==> src/rtl/bus_grant_arbiter4.sv <==
// Four-requester round-robin arbiter driving a 4:1 bus mux select/enable, with a dead cycle between owners.
// Optional forced hand-off after MAX_TENURE grant cycles when compiled with ARB_TIMEOUT_EN.
module bus_grant_arbiter4 #(
  parameter int MAX_TENURE = 16,
  parameter int CNT_W      = 5
) (
  input  logic       clock,
  input  logic       clear,
  input  logic [3:0] req,
  output logic [3:0] grant,
  output logic [1:0] select,
  output logic       enable,
  output logic       timeout
);

  typedef enum logic [1:0] {IDLE, GRANT, HANDOFF} state_t;

  state_t     state_reg, state_next;
  logic [3:0] grant_reg, grant_next;
  logic [1:0] select_reg, select_next;
  logic [1:0] last_owner_reg, last_owner_next;
  logic       enable_reg, enable_next;
  logic       any_req;
  logic       owner_req;
  logic       expire;
  logic [1:0] winner;

  assign any_req   = |req;
  assign owner_req = req[select_reg];

  // Round-robin search starting just past the last owner; the last owner itself is tried last.
  always_comb begin
    winner = last_owner_reg;
    for (int k = 4; k >= 1; k--) begin
      if (req[last_owner_reg + 2'(k)]) winner = last_owner_reg + 2'(k);
    end
  end

`ifdef ARB_TIMEOUT_EN
  localparam logic [CNT_W-1:0] CNT_LAST = CNT_W'(MAX_TENURE - 1);

  logic [CNT_W-1:0] cnt_reg, cnt_next;
  logic             timeout_reg, timeout_next;

  // Expiry only forces rotation when someone else is waiting; otherwise the counter saturates.
  assign expire  = (state_reg == GRANT) && (cnt_reg == CNT_LAST) && |(req & ~grant_reg);
  assign timeout = timeout_reg;

  always_ff @(posedge clock) begin
    if (clear) begin
      cnt_reg     <= '0;
      timeout_reg <= 1'b0;
    end else begin
      cnt_reg     <= cnt_next;
      timeout_reg <= timeout_next;
    end
  end
`else
  assign expire  = 1'b0;
  assign timeout = 1'b0;
`endif

  always_ff @(posedge clock) begin
    if (clear) begin
      state_reg      <= IDLE;
      grant_reg      <= 4'b0000;
      select_reg     <= 2'b00;
      enable_reg     <= 1'b0;
      last_owner_reg <= 2'd3;
    end else begin
      state_reg      <= state_next;
      grant_reg      <= grant_next;
      select_reg     <= select_next;
      enable_reg     <= enable_next;
      last_owner_reg <= last_owner_next;
    end
  end

  always_comb begin
    state_next = state_reg;
    case (state_reg)
      IDLE, HANDOFF: state_next = any_req ? GRANT : IDLE;
      GRANT:         state_next = (!owner_req || expire) ? HANDOFF : GRANT;
      default:       state_next = IDLE;
    endcase
  end

  always_comb begin
    grant_next      = grant_reg;
    select_next     = select_reg;
    enable_next     = enable_reg;
    last_owner_next = last_owner_reg;
`ifdef ARB_TIMEOUT_EN
    cnt_next        = cnt_reg;
    timeout_next    = 1'b0;
`endif
    if (state_reg != GRANT && state_next == GRANT) begin
      grant_next      = 4'b0001 << winner;
      select_next     = winner;
      enable_next     = 1'b1;
      last_owner_next = winner;
`ifdef ARB_TIMEOUT_EN
      cnt_next        = '0;
`endif
    end else if (state_next != GRANT) begin
      // select deliberately holds the previous owner while the bus is idle.
      grant_next  = 4'b0000;
      enable_next = 1'b0;
`ifdef ARB_TIMEOUT_EN
      timeout_next = expire;
`endif
    end else begin
`ifdef ARB_TIMEOUT_EN
      cnt_next = (cnt_reg == CNT_LAST) ? cnt_reg : cnt_reg + 1'b1;
`endif
    end
  end

  assign grant  = grant_reg;
  assign select = select_reg;
  assign enable = enable_reg;

endmodule

==> config.mk <==
export PLATFORM = sky130hd
export DESIGN_NAME = bus_grant_arbiter4
export DESIGN_NICKNAME = d
export VERILOG_FILES = /design/src/rtl/bus_grant_arbiter4.sv
export SDC_FILE = /design/constraint.sdc
export NUM_CORES = 1
export LEC_CHECK = 0
export BUFFER_PORTS_ARGS = -buffer_cell sky130_fd_sc_hd__buf_2
export CAP_MARGIN = 10
export CORE_AREA = 5 5 43 45
export DETAILED_ROUTE_END_ITERATION = 6
export DIE_AREA = 0 0 48 50
export PLACE_DENSITY_LB_ADDON = 0.3
export SLEW_MARGIN = 20
export SYNTH_ARGS = -nofsm -noshare
export SYNTH_HDL_FRONTEND = slang
export SYNTH_SLANG_ARGS = --single-unit
==> constraint.sdc <==
create_clock -name clock -period 4.1 [get_ports clock]
set_input_delay 0.82 -clock clock [delete_from_list [all_inputs] [get_ports clock]]
set_output_delay 0.82 -clock clock [all_outputs]
set_load 0.05 [all_outputs]
==> reports/metrics.yaml <==
cts_tree: "done"
p_clk_share_pct: 25.0
crit_required_ns: 3.28
cts-buffers-inserted: 3
coreArea_mm2: 0.00144
power_frac_seq_pct: 43.7
clock-sinks: 11
synth_simple_gate_area_share_pct: 23.7
ant_nets: 0
crit_path_max_incr_delay_ns: 0.37
fin_worst_skew_ns: 0.00824
totalPowerFinal_mw: 0.297
synth.avg_cell_area_um2: 10.1
worst_path_bufs_invs: 1
synth.top_cells.by_area: "dfxtp_1 (41%), a21oi_1 (5.5%), mux4_2 (4.1%)"
worstHoldPathType: "flop to flop"
layout.cells.most_common: "buf_2"
setup.worst_path.end: "select[0]"
cts-root-buf: "clkbuf_4"
vdd.ir_drop.worst_mv: 0.210
crit-reg2reg-launch: "last_owner_reg[1]"
drive_above_1_share_pct: 35.8
layout.cells.most_common_list: "buf_2 (12), dfxtp_1 (11), nor2_1 (6), a21oi_1 (6), nand2_1 (4)"
dp_hpwl_um: 864
pwr_density_cell_mw_per_mm2: 473
critical_path_depth: 1
dr.pass1.iters: 4
timing.critical_path.arrival_ns: 0.91
largest_family_of_logic_cells_by_synthesized_area: "compound AO/OA/AOI/OAI gates"
die_x_um: 48
syn-num-nets: 60
classification_of_the_worst_setup_path: "flop to output port"
grt_usage_pct: 10.6
post_drt_via_cell_ratio: 5.54
placement.io_buffers: 12
crit_path_max_fanout: 3
grt_start_max_net_pins: 11
leakagePower_nw: 0.283
routed-via-count: 460
yosys.area.top_type: "dfxtp_1"
wirelength_routed_um: 1130
synth_adder_area_share_pct: 0
setup.worst_path.start_class: "flop"
place.detailed.instances: 79
hold_viol_final: 0
post_synth_inst_count: 54
unrepaired_setup_endpoints_after_global_routing: "false"
clock_latency_ns: 0.27
p_switching_mw: 0.110
timing.max_cap.violations: 0
timing.hold.ws_ns: 0.436
timing.critical_path.to_type: "output port"
globalRoute.totalOverflow: 0
critical-path-top-delay-family: "flip-flops"
final_min_period_over_clock_period_pct: 42.3
areaGrowthSynthToFinish_pct: 15.7
initial_core_util_pct: 37.8
rows: 14
timing.critical_path.from: "select[0]"
timing.rr.end: "grant[2]"
antenna_found_initial: 0
syn-cell-area_um2: 543
ff2ff_path_depth: 4
detail_route.drc_violations: 0
setup-tns-final_ns: 0
route.detailed.wl_per_inst_um: 13.7
drt_iter0_drc: 5
min_period_ns: 1.73
die_height_um: 50
synthDominantCellAreaShare_pct: 40.6
power_report.internal_total_mw: 0.187
clk_pin_slew_worst_paths_ns: 0.07
cts_setup_buffers: 0
io_pins: 14
largest_register_ffs: 4
power.switching_fraction_pct: 37.1
first_global_vias: 447
synth.area.mux_share_pct: 4.15
postCtsResizedCells: 0
ctsHoldBuffers: 0
synthDistinctLibCells: 27
post-route-cell-area_um2: 628
synth-xor-area-share_pct: 0
synth.ff_latch_count: 11
design.die.area_mm2: 0.00240
maximum_clock_rate_ghz: 0.577
timing_max_transition_violations_final: 0
placed_cell_area_um2: 601
worst_path_max_delay_cell: "dfxtp_1"
clock_tree.buffer_depth: 2
antenna_cells_inserted: 0
cts.htree.levels: 1
grt_first_pass_wirelength_um: 1860
synth_compound_gate_area_share_pct: 26.0
ff2ff_setup_slack_ns: 2.62
outcome: "completed"
finish.net_count: 74
gp_congestion: 0.843
share_of_the_yosys_chip_area_belonging_to_registers_pct: 40.6
yosys_warnings: 0
crit_chain: "buf_2"
p_comb_share_pct: 31.3
total_setup_violations_reported_at_the_end_of_the_flow: 0
finalNonFillerCells: 83
==> per-layer routing <==
layer / vias to the layer above / part of all wire, % / track usage (%)
met5: - / 0 / 0
met4: 0 / 1.8 / 5.38
met3: 4 / 6.9 / 2.18
met2: 18 / 46 / 15.9
met1: 212 / 45 / 13.9
li1: 226 / - / -
==> layout make-up <==
cell class,instances,area (um^2)
clock buffer,3,22.5
sequential,11,220
multi-input combinational,39,297
clock inverter,1,5.00
tap,16,20.0
fill,147,808
timing repair buffer,12,60.1
inverter,1,3.75
==> kinds of logic after synthesis <==
family	Yosys count
mux	1
buf+inv	4
flops	11
simple gates	20
other cells	1
compound gates	17
==> stage by stage <==
| step | utilization, % | setup WS (ns) |
|---|---|---|
| after floorplan | - | 2.28 |
| after global placement | 41.8 | 2.11 |
| after detailed placement | 41.8 | 2.09 |
| after CTS | 43.7 | 2.36 |
| after global routing | 43.7 | 2.33 |
| final | 43.7 | 2.37 |
==> cell usage after synthesis <==
library cell  count
dfxtp_1          11
a21oi_1           6
nor2_1            6
nand2_1           4
a211oi_1          2
a21o_1            2
a32o_1            2
nor3_1            2
a211oi_4          1
a32o_2            1
and4bb_4          1
buf_1             1
buf_4             1
buf_6             1
conb_1            1
inv_1             1
mux4_2            1
nand2b_1          1
nand2b_4          1
nand3b_1          1
nor3_2            1
nor3b_1           1
nor4b_1           1
o21ai_1           1
o41ai_1           1
o41ai_2           1
or3_4             1
==> how the worst min path moves through the flow <==
| stage | end | from | cells past startpoint | slack (ns) |
|---|---|---|---|---|
| 6_report | state_reg[1] | state_reg[1] | 1 | 0.44 |
| 5_1_grt | state_reg[1] | state_reg[1] | 1 | 0.46 |
| 4_1_cts | state_reg[1] | state_reg[1] | 1 | 0.44 |
| 3_5_place_dp | state_reg[1] | state_reg[1] | 1 | 0.43 |
| 3_3_place_gp | state_reg[1] | state_reg[1] | 1 | 0.43 |
| 2_1_floorplan | state_reg[1] | state_reg[1] | 1 | 0.40 |
==> power by group through the flow <==
stage	clock [mW]	sequential (mW)	combinational, mW
floorplan	0	0.156	0.0523
global placement	0	0.133	0.0924
detailed placement	0	0.132	0.0930
CTS	0.0754	0.130	0.0932
global route	0.0803	0.132	0.0995
finish	0.0744	0.130	0.0930
Power figures use the tool's default switching activity.
